$ cat src/rtl/mult_eval_ctrl.sv
// Exhaustive sweep controller for candidate WIDTHxWIDTH multipliers: applies every
// operand pair, counts mismatches, and reports pass. Optional macro: MULT_EVAL_FIRSTFAIL_EN.
module mult_eval_ctrl #(
  parameter int WIDTH = 2,
  parameter int CNT_W = 2*WIDTH+1
) (
  input  logic               clk,
  input  logic               rst_n,
  input  logic               start,
  input  logic               abort,
  output logic [WIDTH-1:0]   cand_a,
  output logic [WIDTH-1:0]   cand_b,
  input  logic [2*WIDTH-1:0] cand_p,
  output logic               busy,
  output logic               done,
  output logic [CNT_W-1:0]   err_count,
  output logic               pass,
  output logic [WIDTH-1:0]   first_fail_a,
  output logic [WIDTH-1:0]   first_fail_b
);

  typedef enum logic [1:0] {IDLE, RUN, DONE} state_t;

  localparam logic [2*WIDTH-1:0] OP_MAX = '1;

  state_t             state, state_nx;
  logic [2*WIDTH-1:0] op;
  logic [2*WIDTH-1:0] exact;
  logic               mismatch;
  logic               accept;
  logic               compare;

  // Operands come straight from the registered index, so they are registered outputs.
  assign cand_a   = op[2*WIDTH-1:WIDTH];
  assign cand_b   = op[WIDTH-1:0];
  assign exact    = {{WIDTH{1'b0}}, cand_a} * {{WIDTH{1'b0}}, cand_b};
  assign mismatch = (cand_p != exact);
  assign accept   = (state == IDLE) && start && !abort;
  assign compare  = (state == RUN) && !abort;
  assign busy     = (state == RUN);
  assign done     = (state == DONE);

  always_ff @(posedge clk or negedge rst_n) begin
    if (!rst_n) state <= IDLE;
    else        state <= state_nx;
  end

  always_comb begin
    state_nx = state;
    case (state)
      IDLE:    if (accept) state_nx = RUN;
      RUN: begin
        if (abort)              state_nx = IDLE;
        else if (op == OP_MAX)  state_nx = DONE;
      end
      DONE:    state_nx = IDLE;
      default: state_nx = IDLE;
    endcase
  end

  always_ff @(posedge clk or negedge rst_n) begin
    if (!rst_n) begin
      op        <= '0;
      err_count <= '0;
      pass      <= 1'b0;
    end else if (accept) begin
      op        <= '0;
      err_count <= '0;
      pass      <= 1'b0;
    end else if (compare) begin
      if (mismatch)     err_count <= err_count + CNT_W'(1);
      if (op != OP_MAX) op <= op + (2*WIDTH)'(1);
    end else if (state == DONE) begin
      pass <= (err_count == '0);
    end
  end

`ifdef MULT_EVAL_FIRSTFAIL_EN
  logic ff_seen;

  always_ff @(posedge clk or negedge rst_n) begin
    if (!rst_n) begin
      ff_seen      <= 1'b0;
      first_fail_a <= '0;
      first_fail_b <= '0;
    end else if (accept) begin
      ff_seen      <= 1'b0;
      first_fail_a <= '0;
      first_fail_b <= '0;
    end else if (compare && mismatch && !ff_seen) begin
      ff_seen      <= 1'b1;
      first_fail_a <= cand_a;
      first_fail_b <= cand_b;
    end
  end
`else
  assign first_fail_a = '0;
  assign first_fail_b = '0;
`endif

endmodule

$ cat config.mk
export PLATFORM = sky130hd
export DESIGN_NAME = mult_eval_ctrl
export DESIGN_NICKNAME = d
export VERILOG_FILES = /design/src/rtl/mult_eval_ctrl.sv
export SDC_FILE = /design/constraint.sdc
export NUM_CORES = 1
export LEC_CHECK = 0
export CORE_AREA = 10 10 53 55
export CTS_CLUSTER_DIAMETER = 200
export CTS_CLUSTER_SIZE = 12
export DETAILED_ROUTE_END_ITERATION = 8
export DIE_AREA = 0 0 63 65
export GPL_ROUTABILITY_DRIVEN = 0
export PLACE_DENSITY = 0.88
export SLEW_MARGIN = 20
export SYNTH_ARGS = -nofsm -noshare
export SYNTH_HDL_FRONTEND = slang
export SYNTH_SLANG_ARGS = --single-unit
$ cat constraint.sdc
create_clock -name clk -period 5.65 [get_ports clk]
set_input_delay 1.695 -clock clk [delete_from_list [all_inputs] [get_ports clk]]
set_output_delay 1.695 -clock clk [all_outputs]
set_load 0.01 [all_outputs]
==> metrics.md <==
| Metric | Value |
|---|---|
| Syn Inst Count | `93` |
| Worst rel slew slack | `40.8%` |
| Worst EP arrival | `3.35 ns` |
| Vias in the first global route | `a little under 800` |
| Leakage Power | `between 0.4 and 0.5 nW` |
| Initial Util | `between 40 and 50%` |
| Antenna diode count | `0` |
| Chip width | `63 um` |
| Final setup violation count | `0` |
| HP Start | `pass` |
| Post-cts resize count | `0` |
| Yosys top cell by area | `dfrtp_1` |
| Most used DFF post-synth | `dfrtp_1` |
| Fin nets | `between 100 and 150` |
| Status | `complete, no violations` |
| IO Port Bufs | `19` |
| Via/cell ratio | `about 5.5` |
| Critical Path Fanout Max | `6` |
| Final Cell Area | `approximately 1100 um^2` |
| Yosys reg bits | `12` |
| Final ANT Viol Nets | `0` |
| Setup TNS | `0 ns` |
| Worst Hold Class | `reg -> reg` |
| Clk slew on worst S/H paths | `around 0.080 ns` |
| Post-synth EDFFs | `0` |
| Number of H-tree levels | `1` |
| Maximum clock insertion buffer count | `2` |
| Fin worst setup slack | `approximately 2.5 ns` |
| Worst path max stage delay | `0.81 ns` |
| WS Path Type | `in -> reg` |
| Asr flop ratio synth | `between 90% and 100%` |
| First DRT Iteration DRCs | `12` |
| Dpl ws | `2.20 ns` |
| First-pass GRT wire length | `between 3000 and 4000 um` |
| Period utilisation layout | `56.4%` |
| Die Y | `around 65 um` |
| WL/cell | `14.0 um` |
| Critical path capture point type | `flop` |
| Worst-case reg-to-reg path depth | `7` |
| Family with the most delay on the worst path | `simple AND/OR/NAND/NOR gates` |
| Remaining global-route overflow | `0` |
| Unrepaired setup endpoints after global routing | `false` |
| Die Footprint | `4100 um^2` |
| Row count | `16` |
| Max cap viols | `0` |
| Post-CTS Hold Buffers | `0` |
| Postcts setup bufs | `0` |
| Clock skew | `between 0.006 and 0.007 ns` |
| Clk sinks | `12` |
| Largest net degree at the start of global routing | `13` |
| CTS tree | `built` |
| Yosys top cell area share | `between 30% and 40%` |
| Slew Viols, Final | `0` |
| Drt drc | `0` |
| Worst setup SP type | `primary input` |
| Syn avg cell area | `8.92 um^2` |
| Post-Synth Adder-Cell Area | `7.54%` |
| Finished Core Util | `56.7%` |
| R2r endpoint | `err_count[0]` |
| CP startpoint | `abort` |
| Root buf cell | `clkbuf_4` |
| Post-synthesis simple-gate area fraction | `about a quarter` |
| Max Fclk | `about 310 MHz` |
| Post-synthesis cell area | `roughly 830 um^2` |
| Slowest cell on crit path | `nor4b_1` |
| Sequential-to-total area share from yosys stat | `a little over a third` |
| Final Hold Fails | `0` |
| Worst Max-Slew Pin Slew | `about 0.88 ns` |
| DR vias | `~760` |
| Top post-synthesis cells by area | `dfrtp_1 (36%), ha_1 (7.5%), nand3_1 (4.2%)` |
| Mux cell area share after synthesis | `between 2 and 2.5%` |
| Core footprint | `1860 um^2` |
| Placed instance area | `about 1000 um^2` |
| Pwr Density | `about 270 nW/um^2` |
| CP Buf/Inv Count | `1` |
| Largest family of logic cells by synthesized area | `simple AND/OR/NAND/NOR gates` |
| Pre-antenna DRT Iters | `4` |
| Gr usage total | `approximately 10%` |
| Synth Area in XOR/XNOR | `6.33%` |
| Levels on crit path | `5` |
| DRT Wirelength | `approximately 1900 um` |
| Synth warn | `0` |
| Initial antenna violation count | `0` |
| Proportion of layout cells with a drive suffix above 1 | `~4.5%` |
| CTS Buf Count | `3` |
| Reg2reg start | `op[0]` |
| Reg2reg setup slack | `~3.6 ns` |
| Synthesis-to-layout area growth | `27.1%` |
| Hpwl dp | `1500 um` |
| Peak supply drop | `0.232 mV` |
| I/O pins | `24` |
| Worst hold stages | `2` |
| WP data required | `approximately 5.8 ns` |
| Clk_lat worst skew | `~0.28 ns` |
| Synth unique cells | `31` |
| Compound-Gate Fraction of Synth Area | `~14%` |
| Critical-path cell list | `clkdlybuf4s50_1 > nor4b_1 > nor3_1 > a21oi_1 > mux2i_1` |
| Hold Path Sink | `pass` |
| Final Critical Period | `3.19 ns` |
==> report_power, final <==
part           total [mW]  switching, mW  internal [mW]  leakage [nW]
combinational      0.0976         0.0461         0.0515         0.284
clock              0.0680         0.0288         0.0392        0.0210
sequential          0.123         0.0237         0.0998         0.162
total               0.289         0.0986          0.190         0.467
==> tightest hold or removal path, cell delays in order (launching register included) <==
cell,delay (ns)
dfrtp_1,0.35
o21ai_0,0.08
nand2_1,0.06
==> Yosys cell counts (2+ instances only) <==
library cell and number:
o21ai_0 4, and2_1 3, inv_1 4, o211ai_1 3
and3_1 2, buf_4 4, nand2_1 8, a21oi_1 5
ha_1 5, xnor2_1 3, mux2i_1 2, xor2_1 3
nor2_1 5, dfrtp_1 12, nor4b_1 2, a2111o_1 2
clkbuf_1 3, nand3_1 7, nand4_1 3, nor2b_1 2
==> area by class of cell <==
cell class | instances | area, um^2
inverters | 4 | 15.0
repair buffers | 19 | 190
flip-flops and latches | 12 | 300
well taps | 27 | 33.8
clock buffers | 4 | 36.3
multi-input cells | 72 | 479
fillers | 178 | 807
==> per-layer routing <==
metal	up-vias	part of all wire, %	global-route usage (%)
met5	-	0	0
li1	364	-	-
met3	6	9.6	4.64
met1	354	42	11.5
met2	31	46	16.6
met4	0	1.9	3.35
==> placed cells by master, fill, tap and decap left out, drive strengths merged, types with 2 or more instances in the layout <==
cell           count
nor2               5
nand3              7
dfrtp             12
nand2              8
xnor2              3
o211ai             3
ha                 5
and2               3
a21oi              5
nor4b              2
nor2b              2
o21ai              4
mux2i              2
conb               4
xor2               3
a2111o             2
clkdlybuf4s50     19
nand4              3
and3               2
clkbuf             4
inv                4
==> how the worst max path moves through the flow <==
stage	slack, ns	endpoint
2_1_floorplan	2.87	err_count[2]
3_3_place_gp	2.24	err_count[1]
3_5_place_dp	2.20	err_count[1]
4_1_cts	2.46	done
5_1_grt	2.33	err_count[1]
6_report	2.46	err_count[1]
==> flip-flops by register name (all words and copies together), names as in the netlist <==
name	cells
op	4
pass	1
err_count	5
state	2
==> stage by stage <==
stage          hold WS, ns  total power [mW]  std cells
2_1_floorplan        0.541             0.173         96
3_3_place_gp         0.485             0.219        134
3_5_place_dp         0.516             0.222        134
4_1_cts              0.533             0.291        138
5_1_grt              0.599             0.310        138
6_report             0.513             0.289        138
==> kinds of logic after synthesis <==
logic type | after synthesis
flops | 12
xor+xnor | 6
buf+inv | 12
simple gates | 38
fa+ha+maj | 5
mux | 2
compound gates | 17
other cells | 1
Note: power is estimated with default switching activity, not from simulation.
